<file path="config.mk">
export PLATFORM = sky130hd
export DESIGN_NAME = expr_eval_flat
export DESIGN_NICKNAME = d
export VERILOG_FILES = /design/src/rtl/expr_eval_pkg.sv /design/src/rtl/expr_eval_if.sv /design/src/rtl/expr_classify.sv /design/src/rtl/expr_eval.sv /design/src/flat_wrapper.sv
export SDC_FILE = /design/constraint.sdc
export NUM_CORES = 2
export LEC_CHECK = 0
export ABC_AREA = 1
export CAP_MARGIN = 20
export CORE_MARGIN = 2
export CORE_UTILIZATION = 45
export CTS_CLUSTER_SIZE = 28
export DETAILED_ROUTE_END_ITERATION = 6
export SLEW_MARGIN = 20
export SYNTH_ARGS = -nofsm -noshare
export SYNTH_HDL_FRONTEND = slang
export SYNTH_HIERARCHICAL = 1
export SYNTH_SLANG_ARGS = --single-unit
export TNS_END_PERCENT = 5
</file>
<file path="constraint.sdc">
create_clock -name clk -period 22.2 [get_ports clk]
set_input_delay 4.44 -clock clk [delete_from_list [all_inputs] [get_ports clk]]
set_output_delay 4.44 -clock clk [all_outputs]
set_load 0.005 [all_outputs]
</file>
<file path="src/rtl/expr_eval_pkg.sv">
// Shared encodings for the streaming expression evaluator: FSM states,
// ASCII constants and the character classes produced by the classifier.
package expr_pkg;

    localparam logic [1:0] ST_IDLE = 2'd0;
    localparam logic [1:0] ST_NUM  = 2'd1;
    localparam logic [1:0] ST_OP   = 2'd2;
    localparam logic [1:0] ST_ERR  = 2'd3;

    localparam logic [7:0] CH_0     = 8'h30;
    localparam logic [7:0] CH_9     = 8'h39;
    localparam logic [7:0] CH_PLUS  = 8'h2B;
    localparam logic [7:0] CH_MINUS = 8'h2D;
    localparam logic [7:0] CH_STAR  = 8'h2A;
    localparam logic [7:0] CH_EQ    = 8'h3D;

    typedef enum logic [2:0] {
        CLS_DIGIT,
        CLS_OP_ADD,
        CLS_OP_SUB,
        CLS_OP_MUL,
        CLS_EQ,
        CLS_ILLEGAL
    } char_class_t;

endpackage

</file>
<file path="src/rtl/expr_eval_if.sv">
// Character stream in, expression status and values out.
interface expr_eval_if #(
    parameter int W = 32
);
    logic         in_valid;
    logic [7:0]   in;
    logic         out;
    logic [W-1:0] value;
    logic         err;
    logic         done;
    logic         done_ok;
    logic [W-1:0] result;

    modport master (
        output in_valid, in,
        input  out, value, err, done, done_ok, result
    );

    modport slave (
        input  in_valid, in,
        output out, value, err, done, done_ok, result
    );
endinterface

</file>
<file path="src/rtl/expr_classify.sv">
// Maps one ASCII character to its class and, for digits, its numeric value.
module expr_classify
    import expr_pkg::*;
#(
    parameter int ALLOW_SUB = 1
) (
    input  logic [7:0]  in,
    output char_class_t cls,
    output logic [3:0]  digit
);

    // '0'..'9' sit at 0x30..0x39, so the low nibble is already the digit value.
    always_comb begin
        cls   = CLS_ILLEGAL;
        digit = 4'd0;
        if (in >= CH_0 && in <= CH_9) begin
            cls   = CLS_DIGIT;
            digit = in[3:0];
        end else begin
            case (in)
                CH_PLUS:  cls = CLS_OP_ADD;
                CH_STAR:  cls = CLS_OP_MUL;
                CH_MINUS: cls = (ALLOW_SUB != 0) ? CLS_OP_SUB : CLS_ILLEGAL;
                CH_EQ:    cls = CLS_EQ;
                default:  cls = CLS_ILLEGAL;
            endcase
        end
    end

endmodule

</file>
<file path="src/rtl/expr_eval.sv">
// Streaming arithmetic expression evaluator: one ASCII character per valid
// cycle, '*' binds tighter than '+'/'-', all arithmetic modulo 2^W.
module expr_eval
    import expr_pkg::*;
#(
    parameter int W          = 32,
    parameter int MAX_DIGITS = 9,
    parameter int ALLOW_SUB  = 1
) (
    input logic        clk,
    input logic        clr,
    expr_eval_if.slave bus
);
    localparam int NW = $clog2(MAX_DIGITS + 1);

    logic [1:0]    state_q, state_n;
    logic [W-1:0]  sum_q, sum_n;
    logic [W-1:0]  term_q, term_n;
    logic [W-1:0]  cur_q, cur_n;
    logic [NW-1:0] ndig_q, ndig_n;
    logic          sign_q, sign_n;
    logic [W-1:0]  value_q, value_n;
    logic [W-1:0]  result_q, result_n;
    logic          done_q, done_n;
    logic          done_ok_q, done_ok_n;

    char_class_t   cls;
    logic [3:0]    digit;
    logic [W-1:0]  prod;
    logic [W-1:0]  folded;
    logic [W-1:0]  cur_x10;

    expr_classify #(.ALLOW_SUB(ALLOW_SUB)) u_classify (
        .in    (bus.in),
        .cls   (cls),
        .digit (digit)
    );

    // folded is the expression value with the number in progress applied;
    // sign_q=1 means the pending term is subtracted.
    assign prod    = term_q * cur_q;
    assign folded  = sign_q ? (sum_q - prod) : (sum_q + prod);
    assign cur_x10 = cur_q * W'(10);

    always_comb begin
        state_n   = state_q;
        sum_n     = sum_q;
        term_n    = term_q;
        cur_n     = cur_q;
        ndig_n    = ndig_q;
        sign_n    = sign_q;
        result_n  = result_q;
        done_n    = 1'b0;
        done_ok_n = 1'b0;

        if (bus.in_valid) begin
            case (cls)
                CLS_DIGIT: begin
                    if (state_q == ST_IDLE || state_q == ST_OP) begin
                        state_n = ST_NUM;
                        cur_n   = W'(digit);
                        ndig_n  = NW'(1);
                    end else if (state_q == ST_NUM) begin
                        if (ndig_q == NW'(MAX_DIGITS)) begin
                            state_n = ST_ERR;
                        end else begin
                            cur_n  = cur_x10 + W'(digit);
                            ndig_n = ndig_q + NW'(1);
                        end
                    end
                end
                CLS_OP_ADD, CLS_OP_SUB: begin
                    if (state_q == ST_NUM) begin
                        state_n = ST_OP;
                        sum_n   = folded;
                        term_n  = W'(1);
                        cur_n   = '0;
                        ndig_n  = '0;
                        sign_n  = (cls == CLS_OP_SUB);
                    end else begin
                        state_n = ST_ERR;
                    end
                end
                CLS_OP_MUL: begin
                    if (state_q == ST_NUM) begin
                        state_n = ST_OP;
                        term_n  = prod;
                        cur_n   = '0;
                        ndig_n  = '0;
                    end else begin
                        state_n = ST_ERR;
                    end
                end
                CLS_EQ: begin
                    state_n   = ST_IDLE;
                    done_n    = 1'b1;
                    done_ok_n = (state_q == ST_NUM);
                    result_n  = (state_q == ST_NUM) ? folded : '0;
                    sum_n     = '0;
                    term_n    = W'(1);
                    cur_n     = '0;
                    ndig_n    = '0;
                    sign_n    = 1'b0;
                end
                default: state_n = ST_ERR;
            endcase
        end

        value_n = sign_n ? (sum_n - term_n * cur_n) : (sum_n + term_n * cur_n);
    end

    always_ff @(posedge clk or posedge clr) begin
        if (clr) begin
            state_q   <= ST_IDLE;
            sum_q     <= '0;
            term_q    <= W'(1);
            cur_q     <= '0;
            ndig_q    <= '0;
            sign_q    <= 1'b0;
            value_q   <= '0;
            result_q  <= '0;
            done_q    <= 1'b0;
            done_ok_q <= 1'b0;
        end else begin
            state_q   <= state_n;
            sum_q     <= sum_n;
            term_q    <= term_n;
            cur_q     <= cur_n;
            ndig_q    <= ndig_n;
            sign_q    <= sign_n;
            value_q   <= value_n;
            result_q  <= result_n;
            done_q    <= done_n;
            done_ok_q <= done_ok_n;
        end
    end

    assign bus.out     = (state_q == ST_NUM);
    assign bus.err     = (state_q == ST_ERR);
    assign bus.value   = value_q;
    assign bus.result  = result_q;
    assign bus.done    = done_q;
    assign bus.done_ok = done_ok_q;

endmodule

</file>
<file path="src/flat_wrapper.sv">
// flat-port wrapper written by rule: the top's interface ports become plain ports
module expr_eval_flat import expr_pkg::*;
#(
    parameter int W          = 32,
    parameter int MAX_DIGITS = 9,
    parameter int ALLOW_SUB  = 1
)
  (clk, clr, bus_in_valid, bus_in, bus_out, bus_value, bus_err, bus_done, bus_done_ok, bus_result);
  expr_eval_if #(.W(W)) bus_i ();
  input logic clk;
  input logic clr;
  input wire logic [$bits(bus_i.in_valid)-1:0] bus_in_valid;
  input wire logic [$bits(bus_i.in)-1:0] bus_in;
  output wire logic [$bits(bus_i.out)-1:0] bus_out;
  output wire logic [$bits(bus_i.value)-1:0] bus_value;
  output wire logic [$bits(bus_i.err)-1:0] bus_err;
  output wire logic [$bits(bus_i.done)-1:0] bus_done;
  output wire logic [$bits(bus_i.done_ok)-1:0] bus_done_ok;
  output wire logic [$bits(bus_i.result)-1:0] bus_result;
  assign bus_i.in_valid = bus_in_valid;
  assign bus_i.in = bus_in;
  assign bus_out = bus_i.out;
  assign bus_value = bus_i.value;
  assign bus_err = bus_i.err;
  assign bus_done = bus_i.done;
  assign bus_done_ok = bus_i.done_ok;
  assign bus_result = bus_i.result;
  expr_eval #(.W(W), .MAX_DIGITS(MAX_DIGITS), .ALLOW_SUB(ALLOW_SUB)) u_core (.clk(clk), .clr(clr), .bus(bus_i));
endmodule
</file>
Word-level counts from Yosys, hierarchy flattened
Index checks and enable logic that the tools add are counted.
- magnitude comparators: 2
- eq/ne operators: 16
- $add $sub $neg: 6
- multiplexer cells: 36
- reduce and logical (&&, ||, !) cells: 10
- $mul: 3
- operators by type and width (cell ; number):
    $mux W32 ; 13
    $pmux W32 S3 ; 2
    $add A32 B32 Y32 ; 2
    $mul A32 B32 Y32 ; 2
    $pmux W32 S2 ; 1
    $sub A32 B32 Y32 ; 2
    $add A32 B4 Y32 ; 1
    $eq A8 B6 Y1 const B ; 4
    $mul A32 B3 Y31 const B ; 1
    $mux W4 ; 5
    $pmux W3 S4 ; 1
    $pmux W4 S3 ; 1
    $ge A8 B6 Y1 const B ; 1
    $le A8 B6 Y1 const B ; 1
    $mux W1 ; 7
    $eq A3 B2 Y1 const B ; 2
    $mux W2 ; 3
    $ne A3 B2 Y1 const B ; 2
    $pmux W2 S3 ; 1
    $reduce_and A5 Y1 ; 1
    $add A4 B1 Y4 const B ; 1
    $eq A2 B2 Y1 const B ; 2
    $eq A4 B4 Y1 const B ; 1
    $eq A3 B1 Y1 const B ; 1
    15 further kinds ; 15
- output and inout bits: 68
- register bits after elaboration: 169
- input port bits: 11

Logic depth before layout (Yosys ltp)
- depth after elaboration: 12
- gate-level depth with buffers: 71

Modules after synthesis
The synthesis kept the hierarchy.
- by module, submodules not included (module ; cells an instance ; instances ; sequential area each (um^2) ; area an instance (um^2)):
    expr_eval ; 6110 ; 1 ; 4230.3 ; 46181.8
    expr_classify ; 30 ; 1 ; 0.0 ; 157.7

Least setup slack after synthesis
No wires, ideal clock.
- path kind: input-to-reg
- from: input port bus_in[7]
- to: register u_core.value_q[31] (netlist: u_core/bus.value[31])
- cell stages on the path: 59
- required time: 22.083 ns
- setup slack: 8.016 ns
- arrival time: 14.067 ns
- cell sequence: nor2_2 > nand2_1 > inv_2 > nand2_4 > nand2_2 > nor2_2 > nor2_1 > inv_1 > nor2_1 > inv_2 > nor2_2 > buf_2 > nand2_1 > o21ai_0 > clkbuf_1 > inv_1 > clkbuf_1 > nor2_1 > (+23 left out) > nor2_1 > inv_1 > nor4_1 > nor2_1 > xnor2_1 > ha_1 > inv_1 > nor3_1 > inv_1 > nor2_1 > nor2_1 > nand3b_1 > nand2_1 > nand3_1 > nand2_1 > inv_1 > nand3_1 > nand2_1
- elaborated cells between the ends (all ways): 34
- those cells by class: add/sub: 3; mul: 1; order compare: 2; eq/ne: 8; mux: 16; reduce/logical: 4
- RTL lines (element ; line ; text):
    start, declared ; flat_wrapper.sv:13 ; input wire logic [$bits(bus_i.in)-1:0] bus_in;
    $ge A8 B6 Y1, or another cell as far along ; expr_classify.sv:16 ; if (in >= CH_0 && in <= CH_9) begin
    $logic_and A1 B1 Y1 / $pmux W3 S4 (equally long branches) ; expr_classify.sv:16, expr_classify.sv:20 ;
    $mux W3 (*) ; expr_classify.sv:16 ;
    net u_core.cls[2] ; expr_eval.sv:27 ; char_class_t cls;
    $eq A3 B1 Y1 / $eq A3 B2 Y1 (equally long branches) ; expr_eval.sv:57 ; case (cls)
    $reduce_or A2 Y1 ; expr_eval.sv:57 ;
    $pmux W32 S3 (*) ; expr_eval.sv:57 ;
    $mux W32 (*) ; expr_eval.sv:56 ; if (bus.in_valid) begin
    net u_core.term_n[12] ; expr_eval.sv:18 ; logic [W-1:0] term_q, term_n;
    $mul A32 B32 Y32 (*) ; expr_eval.sv:109 ; value_n = sign_n ? (sum_n - term_n * cur_n) : (sum_n + term_n * cur_n);
    $add A32 B32 Y32 / $sub A32 B32 Y32 (equally long branches) ; expr_eval.sv:109 ;
    $mux W32 (*) ; expr_eval.sv:109 ;
    net u_core.value_n[31] ; expr_eval.sv:22 ; logic [W-1:0] value_q, value_n;
    end signal, assigned ; expr_eval.sv:131 ; value_q <= value_n;
    end, declared ; expr_eval.sv:22 ;
The timed path passes the listed nets; every way through them passes the cells marked *.
A chain may end at the register's enable or synchronous reset.

Final worst setup path
- from: input port bus_in[3]
- to: register u_core.value_q[31] (netlist: u_core/bus.value[31])
- elaborated cells between the ends (all ways): 34
- those cells by class: add/sub: 3; mul: 1; order compare: 2; eq/ne: 8; mux: 16; reduce/logical: 4
- RTL lines (element ; line):
    $ge A8 B6 Y1, or another cell as far along ; expr_classify.sv:16
    $logic_and A1 B1 Y1 / $pmux W3 S4 (equally long branches) ; expr_classify.sv:16, expr_classify.sv:20
    $mux W3 (*) ; expr_classify.sv:16
    net u_core.cls[2] ; expr_eval.sv:27
    $eq A3 B1 Y1, or another cell as far along ; expr_eval.sv:57
    $reduce_or A3 Y1 (no line) / $reduce_or A2 Y1 (equally long branches) ; -
    $pmux W32 S3 ; expr_eval.sv:57
    $mux W32 ; expr_eval.sv:56
    $mul A32 B32 Y32 ; expr_eval.sv:109
    $add A32 B32 Y32 / $sub A32 B32 Y32 (equally long branches) ; expr_eval.sv:109
    $mux W32 (*) ; expr_eval.sv:109
    net u_core.value_n[31] ; expr_eval.sv:22
Marked as above.

==> results_dict.tcl <==
set metrics [dict create \
    die_area_um2 106000 \
    cts_sinks 169 \
    period_share_pct 75.4 \
    clock_latency_ns 0.48 \
    p_switching_mw 1.17 \
    dr_total_vias 39100 \
    via_per_inst 5.22 \
    cts_tree "built" \
    numPortBuffers 78 \
    drv_slew 0 \
    violations "design-rule violations" \
    timing.rr.end "u_core/bus.value[31]" \
    crit_fanout 55 \
    layout-drive-gt1-share_pct 5.04 \
    syn_avg_cell_area_um2 7.55 \
    finalSetupViolCount 0 \
    syn_inst 6140 \
    grt_pass1_wl_um 233000 \
    core_um2 102000 \
    min-delay-start "u_core/bus.result[13]" \
    gp_congestion 0.967 \
    worstPathRequired_ns 22.58 \
    n_fill_cell 10300 \
    post_cts_buffers 0 \
    die_h_um 325 \
    tns_ns 0 \
    crit_path_frequent_cell "inv_1" \
    regToRegSetupSlack_ns 6.29 \
    gr-total-overflow 0 \
    fmax_ghz 0.0598 \
    yosys.cell_types.count 65 \
    start_kind "input port" \
    routed_wl_um 147000 \
    worstReg2RegStart "u_core/term_q[12]" \
    critPathArrivalTime_ns 17.11 \
    p_comb_share_pct 66.5 \
    ir_drop_mv 0.0627 \
    postRouteAntennaNets 0 \
    cap_viol_max_count 0 \
    status "complete, but fails checks" \
    crit_type "input port to flip-flop" \
    p_leak_nw 26.9 \
    holdPathStages 2 \
    cts_made_buffers 17 \
    async_flop_share_pct 100 \
    yosysTopAreaCellShare_pct 35.4 \
    nets 7320 \
    final_core_util_pct 48.5 \
    hold_violations 0 \
    root_buffer "clkbuf_16" \
    track_usage_pct 28.6 \
    hpwlAfterDp_um 119000 \
    seq_area_frac_synth_pct 9.13 \
    cp-end-kind "flip-flop" \
    start_util_pct 45.5 \
    synth_edf_count 0 \
    powerDensity_nw_per_um2 45.1 \
    grt_pass1_vias 40400 \
    synth-seq-cells 169 \
    drt_iter0_markers 3051 \
    worstMarginPinSlew_ns 1.11 \
    yosys_warnings 6 \
    clkSlewWorstSetupHoldPaths_ns 0.08 \
    cts.hold.buffers_added 0 \
    synth_top_area_cell "fa_1" \
    hp-class "flip-flop to flip-flop" \
    die_w_um 325 \
    syn_to_final_growth_pct 6.55 \
    drtPass1Iterations 7 \
    clock_path_buffers 2 \
    synth_area_leaders "fa_1, nand2_1, inv_1" \
    synth_nets 7341 \
    ys.flop_type "dfrtp_1" \
    drc_errors 1 \
    io_pins 79 \
    rsz0062_at_grt "false" \
    syn_area_um2 46300 \
    p_clk_share_pct 14.7 \
    htreeDepth 4 \
    power.internal_mw 1.06 \
    slew_headroom_pct 26.0 \
    finClkSkew_ns 0.0193 \
    reg2regPathDepth 61 \
    p_sw_share_pct 52.6 \
    max_stage_delay_ns 0.76 \
    antenna_found_initial 2 \
    postCtsResizedCells 0 \
    cp_slowest_cell "inv_1" \
    grt_max_degree 95 \
    p_seq_share_pct 18.8 \
    wire_per_inst_um 19.6 \
    fp-row-count 117 \
    period_needed_ns 16.74 \
    holdPathEnd "u_core/bus.result[13]" \
]
-- registers in the layout, summed over array words and instances (netlist names) --
signal,count
u_core/bus.done,1
u_core/bus.done_ok,1
u_core/bus.result,32
u_core/bus.value,32
u_core/cur_q,32
u_core/ndig_q,4
u_core/sign_q,1
u_core/state_q,2
u_core/sum_q,32
u_core/term_q,32
-- power by group through the flow --
stage	clock, mW	sequential [mW]	combinational (mW)
finish	0.327	0.420	1.48
global route	0.345	0.425	1.64
CTS	0.332	0.419	1.47
detailed placement	0	0.425	1.46
global placement	0	0.424	1.46
floorplan	0	0.409	0.981
-- worst max path at each step --
stage                            to  depth (start not counted)       from
2_1_floorplan  u_core/bus.value[31]                         59  bus_in[7]
3_3_place_gp   u_core/bus.value[31]                         52  bus_in[3]
3_5_place_dp   u_core/bus.value[31]                         53  bus_in[3]
4_1_cts        u_core/bus.value[31]                         53  bus_in[3]
5_1_grt        u_core/bus.value[31]                         55  bus_in[3]
6_report       u_core/bus.value[31]                         53  bus_in[3]
-- metrics by stage --
step	power [mW]	hold slack, ns	worst slack [ns]	instance area (um2)	std cells
6_report	2.23	0.486	5.46	49400	7501
5_1_grt	2.41	0.507	4.69	49400	7500
4_1_cts	2.22	0.492	5.70	49300	7499
3_5_place_dp	1.89	0.472	5.19	48700	7467
3_3_place_gp	1.88	0.477	5.22	48700	7467
2_1_floorplan	1.39	0.472	8.02	46300	6140
-- cells in the final DEF (no fill, tap or decap), types with 29 or more instances in the layout --
master           count
inv_2               53
fa_1               820
nand3_1            161
ha_1               370
clkdlybuf4s50_1     78
nand2_2             32
o21ai_0            172
nand2_1           1566
nor2_1             351
xnor2_1             99
nor3_1              29
nand4_1             51
dfrtp_1            166
a21oi_1            183
inv_1             1484
xor2_1             132
buf_4               80
-- synthesized netlist by cell type (51+ instances only) --
cell type	number
a21oi_1	183
clkbuf_1	141
dfrtp_1	168
fa_1	820
ha_1	370
inv_1	1485
inv_2	53
nand2_1	1566
nand3_1	161
nand4_1	51
nor2_1	352
o21ai_0	175
xnor2_1	99
xor2_1	132
-- critical path, delay by kind of cell --
family	cells	cell delay, ns
AOI/OAI and AO/OA	10	2.85
xor gates and xnor gates	2	0.49
adders and majority gates	10	3.85
buffers and inverters	12	2.43
and+or+nand+nor	19	3.03
-- layer usage --
layer / vias to the layer above / global-route usage, % / part of all wire (%)
li1: 18000 / - / -
met1: 19500 / 37.3 / 41
met2: 1331 / 49.0 / 49
met3: 248 / 3.88 / 6.7
met4: 2 / 9.03 / 3.3
met5: - / 0.453 / 0.045
-- final cells by class --
cell class	count	area [um2]	share of cell area, %
sequential	169	4230	8.57
inverter	1548	5820	11.8
tap	1368	1710	3.47
clock buffer	18	439	0.889
multi-input combinational	4224	35600	72.0
antenna	1	2.50	0.00507
clock inverter	14	205	0.416
timing repair buffer	159	1410	2.85
-- cell families (layout without fill, tap and decap cells) --
logic type / after synthesis / after routing / share of synthesized area [%]
AO/OA/AOI/OAI: 499 / 499 / 6.16
XOR/XNOR: 231 / 231 / 4.37
adder cells (fa/ha/maj): 1190 / 1190 / 45.4
buffers and inverters: 1747 / 1739 / 14.2
flip-flops: 169 / 169 / 9.13
other: 0 / 1 / 0
AND/OR/NAND/NOR: 2304 / 2304 / 20.7
(Power assumes the default switching activity.)
